[config.mk]
export PLATFORM = sky130hd
export DESIGN_NAME = scarv_cop_palu_issue_flat
export DESIGN_NICKNAME = d
export VERILOG_FILES = /design/src/rtl/scarv_cop_palu_issue_pkg.sv /design/src/rtl/scarv_cop_palu_issue_if.sv /design/src/rtl/scarv_cop_palu_issue_fwd.sv /design/src/rtl/scarv_cop_palu_issue.sv /design/src/flat_wrapper.sv
export SDC_FILE = /design/constraint.sdc
export NUM_CORES = 1
export LEC_CHECK = 0
export BUFFER_PORTS_ARGS = -buffer_cell sky130_fd_sc_hd__buf_2
export CAP_MARGIN = 5
export CORE_MARGIN = 5
export CORE_UTILIZATION = 30
export CTS_CLUSTER_SIZE = 25
export DETAILED_ROUTE_END_ITERATION = 10
export PLACE_DENSITY_LB_ADDON = 0.08
export REMOVE_ABC_BUFFERS = 1
export SLEW_MARGIN = 0
export SYNTH_ARGS = -nofsm -noshare
export SYNTH_HDL_FRONTEND = slang
export SYNTH_SLANG_ARGS = --single-unit
[constraint.sdc]
create_clock -name g_clk -period 2.4 [get_ports g_clk]
set_clock_uncertainty 0.2 [all_clocks]
set_input_delay 0.48 -clock g_clk [delete_from_list [all_inputs] [get_ports g_clk]]
set_output_delay 0.48 -clock g_clk [all_outputs]
set_load 0.005 [all_outputs]
[src/rtl/scarv_cop_palu_issue_pkg.sv]
`default_nettype none
// +----------------------------------------------------------------------+
// | Module      : scarv_cop_palu_issue_pkg                               |
// | Description : Shared coprocessor definitions for the packed-ALU      |
// |               issue stage: FSM encoding, timeout default,            |
// |               instruction class / subclass codes.                    |
// | Revision    : 1.0  initial release                                   |
// +----------------------------------------------------------------------+
package scarv_cop_palu_issue_pkg;

  // Issue FSM state encoding.
  typedef enum logic [1:0] {
    ST_IDLE = 2'd0,
    ST_EXEC = 2'd1,
    ST_WB   = 2'd2
  } issue_state_t;

  // Maximum number of cycles an instruction may stay in EXEC.
  localparam int TIMEOUT_CYCLES_DEFAULT = 64;

  // Field types.
  typedef logic [3:0]  cpr_idx_t;
  typedef logic [3:0]  ben_t;
  typedef logic [31:0] word_t;

  // Instruction class codes.
  localparam logic [3:0] CLASS_PACKED_ARITH = 4'd1;
  localparam logic [3:0] CLASS_MOVE         = 4'd2;

  // Packed-arithmetic subclass codes.
  localparam logic [4:0] SUBCLASS_PADD   = 5'd1;
  localparam logic [4:0] SUBCLASS_PSUB   = 5'd2;
  localparam logic [4:0] SUBCLASS_PMUL   = 5'd3;
  localparam logic [4:0] SUBCLASS_CMOV_T = 5'd8;
  localparam logic [4:0] SUBCLASS_CMOV_F = 5'd9;

  // Pack width codes.
  localparam logic [2:0] PW_32 = 3'd0;
  localparam logic [2:0] PW_16 = 3'd1;
  localparam logic [2:0] PW_8  = 3'd2;

endpackage
`default_nettype wire

[src/rtl/scarv_cop_palu_issue_if.sv]
`default_nettype none
// +----------------------------------------------------------------------+
// | Module      : scarv_cop_palu_issue_if                                |
// | Description : Decoded-instruction handshake bundle between the       |
// |               decoder (master) and the packed-ALU issue stage        |
// |               (slave).                                               |
// |   id_valid/id_ready : transfer when both high                        |
// |   id_class, id_subclass, id_pw, id_imm : instruction fields          |
// |   id_crs1..3, id_crd : CPR indices; id_gpr_rs1 : GPR operand         |
// | Revision    : 1.0  initial release                                   |
// +----------------------------------------------------------------------+
interface scarv_cop_palu_issue_if;
  import scarv_cop_palu_issue_pkg::*;

  logic        id_valid;
  logic        id_ready;
  logic [3:0]  id_class;
  logic [4:0]  id_subclass;
  logic [2:0]  id_pw;
  word_t       id_imm;
  cpr_idx_t    id_crs1;
  cpr_idx_t    id_crs2;
  cpr_idx_t    id_crs3;
  cpr_idx_t    id_crd;
  word_t       id_gpr_rs1;

  modport master (
    output id_valid, id_class, id_subclass, id_pw, id_imm,
           id_crs1, id_crs2, id_crs3, id_crd, id_gpr_rs1,
    input  id_ready
  );

  modport slave (
    input  id_valid, id_class, id_subclass, id_pw, id_imm,
           id_crs1, id_crs2, id_crs3, id_crd, id_gpr_rs1,
    output id_ready
  );

endinterface
`default_nettype wire

[src/rtl/scarv_cop_palu_issue_fwd.sv]
`default_nettype none
// +----------------------------------------------------------------------+
// | Module      : scarv_cop_palu_fwd                                     |
// | Description : Byte-lane operand forwarding mux. When enabled and the |
// |               source index matches the writeback destination, each  |
// |               byte whose writeback enable is set is taken from the   |
// |               writeback data; all other bytes come from the RF.      |
// |   fwd_en  : writeback in progress this cycle                         |
// |   rs_idx  : source CPR index;  wb_crd : writeback CPR index          |
// |   wb_ben  : writeback byte enables; wb_data : writeback data         |
// |   rf_data : register-file read data; operand : forwarded operand     |
// | Revision    : 1.0  initial release                                   |
// +----------------------------------------------------------------------+
module scarv_cop_palu_fwd
  import scarv_cop_palu_issue_pkg::*;
(
  input  logic     fwd_en,
  input  cpr_idx_t rs_idx,
  input  cpr_idx_t wb_crd,
  input  ben_t     wb_ben,
  input  word_t    wb_data,
  input  word_t    rf_data,
  output word_t    operand
);

  logic w_hit;
  assign w_hit = fwd_en && (rs_idx == wb_crd);

  // A zero byte-enable (e.g. untaken conditional move) forwards nothing.
  for (genvar k = 0; k < 4; k++) begin : g_lane
    assign operand[8*k +: 8] = (w_hit && wb_ben[k]) ? wb_data[8*k +: 8]
                                                    : rf_data[8*k +: 8];
  end

endmodule
`default_nettype wire

[src/rtl/scarv_cop_palu_issue.sv]
`default_nettype none
// +----------------------------------------------------------------------+
// | Module      : scarv_cop_palu_issue                                   |
// | Description : Issue stage for the packed ALU. Registers a decoded    |
// |               instruction and its (forwarded) CPR operands, holds    |
// |               them on the ALU issue port until done / timeout /      |
// |               flush, then performs a one-cycle CPR writeback.        |
// |   g_clk, g_resetn     : clock, async active-low reset                |
// |   id                  : decoded-instruction handshake (slave)        |
// |   cpr_rsN_addr/rdata  : combinational CPR read ports (N=1..3)        |
// |   palu_*              : issue port to / result from the packed ALU   |
// |   cpr_rd_*            : CPR write port                               |
// |   flush               : abort in-flight instruction                  |
// |   busy, timeout_err   : status outputs                               |
// | Revision    : 1.0  initial release                                   |
// +----------------------------------------------------------------------+
module scarv_cop_palu_issue
  import scarv_cop_palu_issue_pkg::*;
#(
  parameter int TIMEOUT_CYCLES = TIMEOUT_CYCLES_DEFAULT
) (
  input  logic                   g_clk,
  input  logic                   g_resetn,
  scarv_cop_palu_issue_if.slave  id,
  output cpr_idx_t               cpr_rs1_addr,
  input  word_t                  cpr_rs1_rdata,
  output cpr_idx_t               cpr_rs2_addr,
  input  word_t                  cpr_rs2_rdata,
  output cpr_idx_t               cpr_rs3_addr,
  input  word_t                  cpr_rs3_rdata,
  output logic                   palu_ivalid,
  input  logic                   palu_idone,
  output word_t                  palu_gpr_rs1,
  output word_t                  palu_rs1,
  output word_t                  palu_rs2,
  output word_t                  palu_rs3,
  output word_t                  palu_imm,
  output logic [2:0]             palu_pw,
  output logic [3:0]             palu_class,
  output logic [4:0]             palu_subclass,
  input  ben_t                   palu_cpr_rd_ben,
  input  word_t                  palu_cpr_rd_wdata,
  output ben_t                   cpr_rd_ben,
  output cpr_idx_t               cpr_rd_addr,
  output word_t                  cpr_rd_wdata,
  input  logic                   flush,
  output logic                   busy,
  output logic                   timeout_err
);

  localparam int CNT_W = (TIMEOUT_CYCLES > 2) ? $clog2(TIMEOUT_CYCLES) : 1;
  localparam logic [CNT_W-1:0] c_cnt_max = CNT_W'(TIMEOUT_CYCLES - 1);

  issue_state_t     r_state;
  logic [CNT_W-1:0] r_cnt;
  logic [3:0]       r_class;
  logic [4:0]       r_subclass;
  logic [2:0]       r_pw;
  word_t            r_imm;
  word_t            r_gpr_rs1;
  word_t            r_rs1;
  word_t            r_rs2;
  word_t            r_rs3;
  cpr_idx_t         r_crd;
  ben_t             r_wb_ben;
  word_t            r_wb_data;
  logic             r_timeout_err;

  logic  w_transfer;
  logic  w_wb;
  word_t w_op1;
  word_t w_op2;
  word_t w_op3;

  // Read ports follow the decoder directly so operands are ready on transfer.
  assign cpr_rs1_addr = id.id_crs1;
  assign cpr_rs2_addr = id.id_crs2;
  assign cpr_rs3_addr = id.id_crs3;

  // flush blocks acceptance in every state.
  assign id.id_ready  = (r_state != ST_EXEC) && !flush;
  assign w_transfer   = id.id_valid && id.id_ready;
  assign w_wb         = (r_state == ST_WB);

  scarv_cop_palu_fwd u_fwd_rs1 (
    .fwd_en (w_wb), .rs_idx (id.id_crs1), .wb_crd (r_crd),
    .wb_ben (r_wb_ben), .wb_data (r_wb_data),
    .rf_data (cpr_rs1_rdata), .operand (w_op1)
  );

  scarv_cop_palu_fwd u_fwd_rs2 (
    .fwd_en (w_wb), .rs_idx (id.id_crs2), .wb_crd (r_crd),
    .wb_ben (r_wb_ben), .wb_data (r_wb_data),
    .rf_data (cpr_rs2_rdata), .operand (w_op2)
  );

  scarv_cop_palu_fwd u_fwd_rs3 (
    .fwd_en (w_wb), .rs_idx (id.id_crs3), .wb_crd (r_crd),
    .wb_ben (r_wb_ben), .wb_data (r_wb_data),
    .rf_data (cpr_rs3_rdata), .operand (w_op3)
  );

  always_ff @(posedge g_clk or negedge g_resetn) begin
    if (!g_resetn) begin
      r_state       <= ST_IDLE;
      r_cnt         <= '0;
      r_class       <= '0;
      r_subclass    <= '0;
      r_pw          <= '0;
      r_imm         <= '0;
      r_gpr_rs1     <= '0;
      r_rs1         <= '0;
      r_rs2         <= '0;
      r_rs3         <= '0;
      r_crd         <= '0;
      r_wb_ben      <= '0;
      r_wb_data     <= '0;
      r_timeout_err <= 1'b0;
    end else begin
      r_timeout_err <= 1'b0;

      // Transfer is only possible in IDLE or WB; both enter EXEC.
      if (w_transfer) begin
        r_class    <= id.id_class;
        r_subclass <= id.id_subclass;
        r_pw       <= id.id_pw;
        r_imm      <= id.id_imm;
        r_gpr_rs1  <= id.id_gpr_rs1;
        r_rs1      <= w_op1;
        r_rs2      <= w_op2;
        r_rs3      <= w_op3;
        r_crd      <= id.id_crd;
        r_cnt      <= '0;
      end

      case (r_state)
        ST_IDLE: begin
          if (w_transfer) r_state <= ST_EXEC;
        end
        ST_EXEC: begin
          // Priority: flush > done > timeout (done on the last cycle wins).
          if (flush) begin
            r_state <= ST_IDLE;
          end else if (palu_idone) begin
            r_wb_ben  <= palu_cpr_rd_ben;
            r_wb_data <= palu_cpr_rd_wdata;
            r_state   <= ST_WB;
          end else if (r_cnt == c_cnt_max) begin
            r_state       <= ST_IDLE;
            r_timeout_err <= 1'b1;
          end else begin
            r_cnt <= r_cnt + CNT_W'(1);
          end
        end
        ST_WB: begin
          r_state <= w_transfer ? ST_EXEC : ST_IDLE;
        end
        default: r_state <= ST_IDLE;
      endcase
    end
  end

  assign palu_ivalid   = (r_state == ST_EXEC);
  assign palu_gpr_rs1  = r_gpr_rs1;
  assign palu_rs1      = r_rs1;
  assign palu_rs2      = r_rs2;
  assign palu_rs3      = r_rs3;
  assign palu_imm      = r_imm;
  assign palu_pw       = r_pw;
  assign palu_class    = r_class;
  assign palu_subclass = r_subclass;

  assign cpr_rd_ben    = w_wb ? r_wb_ben : 4'h0;
  assign cpr_rd_addr   = r_crd;
  assign cpr_rd_wdata  = r_wb_data;

  assign busy          = (r_state != ST_IDLE);
  assign timeout_err   = r_timeout_err;

endmodule
`default_nettype wire

[src/flat_wrapper.sv]
// flat-port wrapper written by rule: the top's interface ports become plain ports
module scarv_cop_palu_issue_flat import scarv_cop_palu_issue_pkg::*;
#(
  parameter int TIMEOUT_CYCLES = TIMEOUT_CYCLES_DEFAULT
)
  (g_clk, g_resetn, cpr_rs1_addr, cpr_rs1_rdata, cpr_rs2_addr, cpr_rs2_rdata, cpr_rs3_addr, cpr_rs3_rdata, palu_ivalid, palu_idone, palu_gpr_rs1, palu_rs1, palu_rs2, palu_rs3, palu_imm, palu_pw, palu_class, palu_subclass, palu_cpr_rd_ben, palu_cpr_rd_wdata, cpr_rd_ben, cpr_rd_addr, cpr_rd_wdata, flush, busy, timeout_err, id_id_valid, id_id_class, id_id_subclass, id_id_pw, id_id_imm, id_id_crs1, id_id_crs2, id_id_crs3, id_id_crd, id_id_gpr_rs1, id_id_ready);
  scarv_cop_palu_issue_if id_i ();
  input  logic g_clk;
  input  logic g_resetn;
  output cpr_idx_t cpr_rs1_addr;
  input  word_t cpr_rs1_rdata;
  output cpr_idx_t cpr_rs2_addr;
  input  word_t cpr_rs2_rdata;
  output cpr_idx_t cpr_rs3_addr;
  input  word_t cpr_rs3_rdata;
  output logic palu_ivalid;
  input  logic palu_idone;
  output word_t palu_gpr_rs1;
  output word_t palu_rs1;
  output word_t palu_rs2;
  output word_t palu_rs3;
  output word_t palu_imm;
  output logic [2:0] palu_pw;
  output logic [3:0] palu_class;
  output logic [4:0] palu_subclass;
  input  ben_t palu_cpr_rd_ben;
  input  word_t palu_cpr_rd_wdata;
  output ben_t cpr_rd_ben;
  output cpr_idx_t cpr_rd_addr;
  output word_t cpr_rd_wdata;
  input  logic flush;
  output logic busy;
  output logic timeout_err;
  input wire logic [$bits(id_i.id_valid)-1:0] id_id_valid;
  input wire logic [$bits(id_i.id_class)-1:0] id_id_class;
  input wire logic [$bits(id_i.id_subclass)-1:0] id_id_subclass;
  input wire logic [$bits(id_i.id_pw)-1:0] id_id_pw;
  input wire logic [$bits(id_i.id_imm)-1:0] id_id_imm;
  input wire logic [$bits(id_i.id_crs1)-1:0] id_id_crs1;
  input wire logic [$bits(id_i.id_crs2)-1:0] id_id_crs2;
  input wire logic [$bits(id_i.id_crs3)-1:0] id_id_crs3;
  input wire logic [$bits(id_i.id_crd)-1:0] id_id_crd;
  input wire logic [$bits(id_i.id_gpr_rs1)-1:0] id_id_gpr_rs1;
  output wire logic [$bits(id_i.id_ready)-1:0] id_id_ready;
  assign id_i.id_valid = id_id_valid;
  assign id_i.id_class = id_id_class;
  assign id_i.id_subclass = id_id_subclass;
  assign id_i.id_pw = id_id_pw;
  assign id_i.id_imm = id_id_imm;
  assign id_i.id_crs1 = id_id_crs1;
  assign id_i.id_crs2 = id_id_crs2;
  assign id_i.id_crs3 = id_id_crs3;
  assign id_i.id_crd = id_id_crd;
  assign id_i.id_gpr_rs1 = id_id_gpr_rs1;
  assign id_id_ready = id_i.id_ready;
  scarv_cop_palu_issue #(.TIMEOUT_CYCLES(TIMEOUT_CYCLES)) u_core (.g_clk(g_clk), .g_resetn(g_resetn), .id(id_i), .cpr_rs1_addr(cpr_rs1_addr), .cpr_rs1_rdata(cpr_rs1_rdata), .cpr_rs2_addr(cpr_rs2_addr), .cpr_rs2_rdata(cpr_rs2_rdata), .cpr_rs3_addr(cpr_rs3_addr), .cpr_rs3_rdata(cpr_rs3_rdata), .palu_ivalid(palu_ivalid), .palu_idone(palu_idone), .palu_gpr_rs1(palu_gpr_rs1), .palu_rs1(palu_rs1), .palu_rs2(palu_rs2), .palu_rs3(palu_rs3), .palu_imm(palu_imm), .palu_pw(palu_pw), .palu_class(palu_class), .palu_subclass(palu_subclass), .palu_cpr_rd_ben(palu_cpr_rd_ben), .palu_cpr_rd_wdata(palu_cpr_rd_wdata), .cpr_rd_ben(cpr_rd_ben), .cpr_rd_addr(cpr_rd_addr), .cpr_rd_wdata(cpr_rd_wdata), .flush(flush), .busy(busy), .timeout_err(timeout_err));
endmodule
# Yosys cells after proc, flatten, opt, wreduce, memory -nomap -nowiden
# Index checks and enable logic that the tools add are counted.
# totals
reg_bits	221
in_bits	229
output_inout_bits	228
elab_cells	75
# op_classes
addsub	1
n_eq_ne	9
muxes	28
n_bitwise	1
n_reduce_logical	22
# op_table
op	count
8-bit two-way mux	12
6-bit two-way mux	5
1-bit logical AND	17
4-bit equality test	3
2-bit two-way mux	4
6-bit by 1-bit adder with 6-bit output (second input constant)	1
6-bit equality test (second input constant)	1
2-bit case mux with 3 select lines	1
1-bit two-way mux	5
4-bit two-way mux	1
2-bit by 1-bit != test with 1-bit output (second input constant)	2
4-bit by 1-bit != test with 1-bit output (second input constant)	1
3-bit AND reduction	1
2-bit by 1-bit equality test with 1-bit output (second input constant)	1
2-bit equality test (second input constant)	1
2-bit logical NOT	1
2-bit AND reduction	1
2-bit nonzero test	1
1-bit logical NOT	1
1-bit inverter	1

# Depth between registers and ports, before layout
# Gate-level depths: netlist of run 1.
# logic_depth
word_depth	8
depth_mapped	7
depth_no_buf	5

# Cells and area by module
# From an unflattened synthesis of run 1, not the netlist that was laid out.
# hier_totals
hier_cells	645
hier_area_um2	9898.2
# by_module_without_submodules
mod	instances	cells_per_inst	area_per_inst_um2
scarv_cop_palu_issue	1	513	8486.9
scarv_cop_palu_fwd	3	44	470.5

# Least setup slack after synthesis of run 1
# OpenSTA, ideal clock, no wires.
# synth_timing
path_type	register to register
from	register u_core.r_state[1]
to	register u_core.r_wb_data[10], in the netlist u_core.cpr_rd_wdata[10]
setup_ns	0.125
t_arrival_ns	1.462
required_ns	2.075
setup_slack_ns	0.613
stages_incl_launch_ff	6
n_path_buf	2
path_cell_list	dfrtp_1 nand2b_4 nor3b_1 buf_4 buf_4 mux2_2
# synth_via
elab_chain_cells	2
# synth_lines
item	line	text
from (decl)	scarv_cop_palu_issue.sv:54	issue_state_t r_state;
from (signal assigned)	scarv_cop_palu_issue.sv:156	r_state <= w_transfer ? ST_EXEC : ST_IDLE;
2-bit by 1-bit equality test with 1-bit output	scarv_cop_palu_issue.sv:136	case (r_state)
3-bit AND reduction (no line)	n/a	
to (signal assigned)	scarv_cop_palu_issue.sv:146	r_wb_data <= palu_cpr_rd_wdata;
to (decl)	scarv_cop_palu_issue.sv:66	word_t r_wb_data;
# Every way passes these cells.
# A chain may end at the register's enable or synchronous reset.

# Final worst setup path of run 1
# layout_timing
from	register u_core.r_state[0]
to	output cpr_rd_ben[2]
# layout_via
elab_chain_cells	2
# layout_lines
item	line	text
2-bit equality test	scarv_cop_palu_issue.sv:83	assign w_wb = (r_state == ST_WB);
4-bit two-way mux	scarv_cop_palu_issue.sv:173	assign cpr_rd_ben = w_wb ? r_wb_ben : 4'h0;
to (decl)	flat_wrapper.sv:28	output ben_t cpr_rd_ben;
# Every way passes these cells.

==> key figures, run 1 <==
Run status
  – Status: complete, no violations

Critical path
  – WP data required: 1.72 ns
  – Reg-to-Reg Start: u_core.r_state[1]
  – Worst Path Buf+Inv: 2
  – Crit path DAT: about 1.6 ns
  – Worst R2R End: u_core.palu_rs3[0]
  – CP cell instances: and2b_4 -> nand2_2 -> inv_1 -> buf_2
  – Top delay family on crit path: flip-flops
  – CP max FO: 6
  – Critical path type: reg -> out
  – R2R Setup Slk: 0.42 ns
  – CP Launch Type: register
  – Worst path max stage delay: approximately 0.44 ns
  – Worst setup EP type: primary output
  – Crit-path slowest cell: dfrtp_1
  – Worst R2R Path Depth: 7

CTS
  – Clk root buf: clkbuf_16
  – Clk sinks: roughly 220
  – Clk Latency, worst-skew pair: roughly 0.53 ns
  – H-tree depth: 1
  – CTS tree: done
  – CTS buffer count: 27
  – Max Root-Sink Buffers: 3
  – Clock Pin Slew Worst Setup and Hold Paths: approximately 0.06 ns

STA
  – Post-route minimum period: 2.311 ns
  – Final Max Tran Viols: 0
  – Max Clock Freq: roughly 0.43 GHz
  – Final setup fails: 0
  – PnR worst setup slack: 0.08909 ns
  – Fin crit share: 0.9629
  – Hold WS: ~0.025 ns
  – Slew margin rel.: 0.6754
  – Slew @ Worst Pin: 0.4869 ns
  – Final hold vios: 0
  – RSZ-0062 raised after global routing: false

Logic synthesis
  – Sequential share of the synthesized area: 0.5722
  – Synth top area cells: dfrtp_1 (57%), nand2_1 (14%), o221ai_1 (4.4%)
  – Synth warnings: 0
  – EDFF count, synth: 0
  – Mapped cell area: roughly 9700 µm²
  – Synthesis-stage register bit count: roughly 220
  – Distinct cells, synth: 38
  – Mean Syn Cell Area: about 10 µm²
  – Top_reg_cell synth: dfrtp_1
  – Yosys top cell area share: 0.5722
  – Mapped Cells: 967
  – Top cell type by total area after synthesis: dfrtp_1
  – Async set-reset flop share out of synthesis: 1.000

Hold path
  – Hold depth: 3
  – Hold Crit Class: in -> reg
  – Worst Hold Path EP: u_core.palu_rs2[1]
  – HP Start: cpr_rs2_rdata[1]

Power and ir drop
  – Switching pwr: ~3.4 mW
  – Clock power frac: 0.358
  – Sw Share: 0.2843
  – Logic gate share of total power: 0.226
  – Static Leak: between 7 and 8 nW
  – Internal power: about 8.5 mW
  – Maximum vdd drop: roughly 0.53 mV
  – PD cells: between 700 and 800 nW/µm²
  – Sequential Power Share: 0.416
  – Total power: around 12 mW

Placed design
  – Post-place instance area: between 10,000 and 15,000 µm²
  – Placed instance count: 1,787
  – GPL Wtd Cong: roughly 0.76
  – Buffers on Ports: 456
  – Dpl hpwl: roughly 26,000 µm
  – Dpl ws: ~0.34 ns

Job
  – MaxCap Viol Count: 0

Route
  – DR vias/cell: around 4.8
  – # DRC: 0
  – Drt total wl: approximately 37,000 µm
  – Final ANT Viol Nets: 0
  – Via count: 9,529
  – DRT Pass-1 Iters: 4
  – Drt first-iter violations: ~410
  – Wire per inst: between 15 and 20 µm

Floorplan
  – Horiz. Die Dim: about 190 µm
  – Die Y: 189.5 µm
  – Full die area: about 36,000 µm²
  – Cell Rows: 65
  – I/O Pins: about 460
  – Initial Util: 0.3047
  – CORE AREA: ~32,000 µm²

GRT
  – Largest net degree at the start of global routing: between 70 and 80
  – Vias in the first global route: between 9,000 and 10,000
  – Number of antenna violations at the first check in global routing: 2
  – First-pass GRT wire length: ~57,000 µm
  – Congestion Overflow GR: 0
  – GRT Util Overall: 0.1985

Final layout
  – Commonest non-fill, non-tap cell in the layout: buf_2
  – Area Growth Syn to Fin: 55.99%
  – Fin cells: 1,999
  – Commonest cells after routing, fill and taps aside: buf_2 (455), nand2_1 (367), dfrtp_1 (221)
  – Design Area, Final: between 15,000 and 20,000 µm²
  – Layout cells sized above 1: 0.3728
  – Nets: approximately 1,800
kinds of logic after synthesis:
logic type	after synthesis	synth area share
buffers and inverters	80	0.04700
adder cells (fa/ha/maj)	1	0.001294
flip-flops	221	0.5722
AND/OR/NAND/NOR	461	0.1976
XOR/XNOR	12	0.01088
multiplexers	37	0.04298
AO/OA/AOI/OAI	155	0.1280
worst max-delay path by stage:
stage / from / to / slack, ns / depth (start not counted)
finish: u_core.r_state[0] / cpr_rd_ben[2] / 0.09 / 4
global route: u_core.r_state[0] / cpr_rd_ben[2] / 0.007 / 4
CTS: u_core.r_state[0] / cpr_rd_ben[2] / 0.01 / 4
detailed placement: id_id_crs2[2] / u_core.palu_rs2[26] / 0.34 / 6
global placement: flush / u_core.palu_rs1[14] / 0.38 / 6
floorplan: flush / u_core.r_cnt[4] / -2.47 / 4
registers in the layout, indices dropped and copies added (netlist names):
name / flops
u_core.cpr_rd_wdata: 32
u_core.palu_gpr_rs1: 32
u_core.palu_imm: 32
u_core.palu_rs1: 32
u_core.palu_rs2: 32
u_core.palu_rs3: 32
u_core.r_cnt: 6
u_core.palu_subclass: 5
u_core.cpr_rd_addr: 4
u_core.palu_class: 4
u_core.r_wb_ben: 4
u_core.palu_pw: 3
u_core.r_state: 2
u_core.timeout_err: 1
synth_stat cells, types with 2 or more instances:
cell type	n
nand2_1	369
buf_2	46
a22oi_1	48
dfrtp_1	221
o21ai_0	3
buf_4	21
o211ai_1	49
xnor2_1	12
nor2_4	3
mux2_2	36
inv_1	3
nor2_1	9
o31ai_1	2
buf_6	2
nand2b_4	2
clkbuf_1	7
and2_1	2
nand4_1	3
o221ai_1	48
a211oi_4	2
nand3_1	62
power groups by stage:
stage | Clock, mW | Sequential (mW) | Combinational (mW)
5_1_grt | 4.53 | 5.02 | 2.97
3_5_place_dp | 0 | 4.98 | 2.51
3_3_place_gp | 0 | 4.98 | 2.49
6_report | 4.24 | 4.92 | 2.67
2_1_floorplan | 0 | 4.98 | 0.956
4_1_cts | 4.39 | 4.93 | 2.73
per-layer routing:
metal | GRT usage | part of all wire
met5 | 0 | 0.00019
met4 | 0.04758 | 0.022
met3 | 0.05236 | 0.088
met2 | 0.3323 | 0.47
met1 | 0.2583 | 0.42
repair_timing:
item	CTS	global route
buffers inserted	0	2
cloned	0	0
hold buffers	160	0
hold endpoints to repair	205	0
endpoints found under the setup margin	3	2
resized for setup	4	0
cell type report:
cell class                      count  area [µm²]
Fill cell                        3066       16640
Sequential cell                   221        5530
Timing Repair Buffer              656        4394
Multi-Input combinational cell    666        3700
Clock buffer                       36       759.5
Tap cell                          402       503.0
Clock inverter                     13       168.9
Inverter                            4       17.52
Antenna cell                        1       2.502
worst reg2reg max path: stages (launching register included):
cell	delay, ns
dfrtp_1	0.46
nand2b_4	0.23
inv_4	0.08
nor2_4	0.17
buf_12	0.27
buf_4	0.30
nand3_1	0.09
o211ai_1	0.09
through the flow:
step                setup TNS [ns]  utilization
CTS                              0       0.4748
detailed placement               0       0.3948
floorplan                  -439.57            -
global route                     0       0.4753
finish                           0       0.4753
global placement                 0       0.3948
Note: power is estimated with default switching activity, not from simulation.
==> run 2: changes to the inputs <==
Settings changed: TNS_END_PERCENT set to 30.
Clock period 2.4 ns to 2.05 ns, I/O delays scaled along.
==> run 2 against run 1 <==
Against the previous run:
- the flow now finishes with violations (setup timing)
- die area did not move
- power rose by 18%
- routed wire length rose by 4.5%
- final area rose by 5.8%
- largest power group unchanged
- worst hold slack improved by 0.0052 ns
- register-to-register slack got worse by 0.39 ns
==> key figures, run 2 (same netlist as run 1, synthesis figures left out) <==
CTS
  – Clk root buf: clkbuf_16
  – Clk Latency, worst-skew pair: 0.53 ns (about the same)
  – H-tree depth: 1 (unchanged)
  – Max Root-Sink Buffers: 3 (unchanged)
  – CTS tree: done
  – Clk sinks: 221 (unchanged)
  – CTS buffer count: 27 (unchanged)
  – Clock Pin Slew Worst Setup and Hold Paths: 0.06 ns (about the same)

Floorplan
  – I/O Pins: 457 (unchanged)
  – Horiz. Die Dim: 189.5 µm (unchanged)
  – Die Y: 189.5 µm (unchanged)
  – Initial Util: 0.3047 (unchanged)
  – Cell Rows: 65 (unchanged)
  – CORE AREA: 31,720 µm² (unchanged)
  – Full die area: 35,900 µm² (unchanged)

STA
  – PnR worst setup slack: -0.1068 ns (-0.1959 ns)
  – Final setup fails: 6 (+6)
  – Fin crit share: 1.052
  – Final Max Tran Viols: 0 (unchanged)
  – Slew margin rel.: 0.6848 (+0.009452)
  – RSZ-0062 raised after global routing: true
  – Final hold vios: 0 (unchanged)
  – Slew @ Worst Pin: 0.4727 ns (-0.01418 ns)
  – Max Clock Freq: about 0.46 GHz
  – Hold WS: 0.02972 ns (+0.005179 ns)
  – Post-route minimum period: 2.157 ns

Critical path
  – Worst R2R Path Depth: 9 (+2)
  – R2R Setup Slk: 0.03 ns (-0.39 ns)
  – Worst R2R End: u_core.palu_rs1[6]
  – Reg-to-Reg Start: u_core.r_state[0]
  – Worst setup EP type: primary output
  – Critical path type: reg -> out
  – Crit path DAT: 1.55 ns (-0.08 ns)
  – Worst path max stage delay: 0.39 ns (-0.05 ns)
  – WP data required: 1.44 ns (-0.28 ns)
  – CP max FO: 6 (unchanged)
  – Worst Path Buf+Inv: 1 (-1)
  – Crit-path slowest cell: dfrtp_1
  – CP Launch Type: register
  – CP cell instances: and2b_4 -> and2_4 -> buf_6
  – Top delay family on crit path: simple AND/OR/NAND/NOR gates

Placed design
  – Buffers on Ports: 456 (unchanged)
  – Dpl hpwl: 26,950 µm (+3.1%)
  – GPL Wtd Cong: 0.7881 (+4.0%)

GRT
  – Vias in the first global route: 10,270 (+3.5%)
  – GRT Util Overall: 0.2057 (+0.007189)
  – Congestion Overflow GR: 0 (unchanged)
  – Number of antenna violations at the first check in global routing: 2 (unchanged)
  – First-pass GRT wire length: 59,140 µm (+3.2%)
  – Largest net degree at the start of global routing: 54 (-26%)

Route
  – DRT Pass-1 Iters: 7 (+3)
  – Via count: 9,816 (+3.0%)
  – Wire per inst: 18.75 µm (+0.74%)
  – Final ANT Viol Nets: 0 (unchanged)
  – DR vias/cell: 4.735 (-0.67%)
  – Drt total wl: 38,860 µm (+4.5%)
  – # DRC: 0 (unchanged)
  – Drt first-iter violations: 487 (+20%)

Hold path
  – Hold Crit Class: in -> reg
  – Worst Hold Path EP: u_core.palu_rs2[23]
  – Hold depth: 3 (unchanged)
  – HP Start: cpr_rs2_rdata[23]

Power and ir drop
  – Logic gate share of total power: 0.239 (+0.013)
  – PD cells: 874.4 nW/µm² (+11%)
  – Switching pwr: 3.988 mW (+19%)
  – Internal power: 9.956 mW (+18%)
  – Maximum vdd drop: 0.5335 mV (+0.68%)
  – Sw Share: 0.2860 (+0.001659)
  – Sequential Power Share: 0.414 (-0.002)
  – Clock power frac: 0.347 (-0.011)
  – Static Leak: 7.797 nW (+4.9%)
  – Total power: 13.94 mW (+18%)

Final layout
  – Commonest non-fill, non-tap cell in the layout: buf_2
  – Layout cells sized above 1: 0.3749 (+0.002043)
  – Fin util: 0.5028 (+0.02750)
  – Nets: 1,882 (+4.2%)
  – Commonest cells after routing, fill and taps aside: buf_2 (449), nand2_1 (367), dfrtp_1 (221)
  – Register area: 5530 µm² (unchanged)
  – Filler cell count: 2,983 (-2.7%)
  – Multi-input gate area: 3766 µm² (+1.8%)
  – Area Growth Syn to Fin: 65.02%

Run status
  – Status: finished with violations
  – Failing checks: setup timing

Job
  – MaxCap Viol Count: 0 (unchanged)
[run 2: power groups by stage]
stage               combinational, mW  sequential [mW]  clock, mW
finish                           3.33             5.78       4.84
global route                     3.68             5.90       5.17
CTS                              3.31             5.78       5.00
detailed placement               2.97             5.84          0
global placement                 2.95             5.85          0
floorplan                        1.12             5.83          0
[run 2: stage by stage]
stage	TNS, ns	worst slack, ns	cells	instance area [µm²]
finish	-0.4288	-0.1068	2073	15950
global route	-0.9806	-0.1537	2073	15950
CTS	-0.8300	-0.1619	2058	15660
detailed placement	0	0.05113	1798	12600
global placement	0	0.06364	1798	12600
floorplan	-503.62	-2.745	891	9228
[run 2: worst max path at each step]
stage                                 start                   to  slack (ns)  cells after the start
after CTS                 u_core.r_state[0]        cpr_rd_ben[0]       -0.16                      3
after global routing      u_core.r_state[1]                 busy       -0.15                      4
final                     u_core.r_state[0]        cpr_rd_ben[0]       -0.11                      3
after floorplan                       flush      u_core.r_cnt[4]       -2.75                      4
after global placement        id_id_crs3[1]  u_core.palu_rs3[27]        0.06                      6
after detailed placement              flush  u_core.palu_rs2[21]        0.05                      5
[run 2: final cells by class]
class,instances,share of cell area
sequential,221,0.3468
timing repair buffer,732,0.3277
multi-input combinational,666,0.2362
clock buffer,40,0.04919
tap,402,0.03154
clock inverter,7,0.006904
inverter,4,0.001569
antenna,1,0.0001569
[run 2: worst min-delay path, delay by kind of cell]
kind / cells / cell delay, ns
buf+inv: 1 / 0.11
simple gates: 1 / 0.06
compound gates: 1 / 0.11
[run 2: repair_timing]
item                       CTS  global route
pin swaps                    3             4
hold buffers               210             0
hold endpoints to repair   291             0
gates resized for setup     15            20
setup endpoints to repair    6            55
setup buffers                4            11
cloned                       0             3
[run 2: routing by layer]
metal	wire, µm	track usage	vias to the layer above
met5	13	0	-
met3	2809	0.04646	69
met1	16140	0.2632	4610
met4	1061	0.05732	2
met2	18840	0.3515	403
li1	-	-	4732
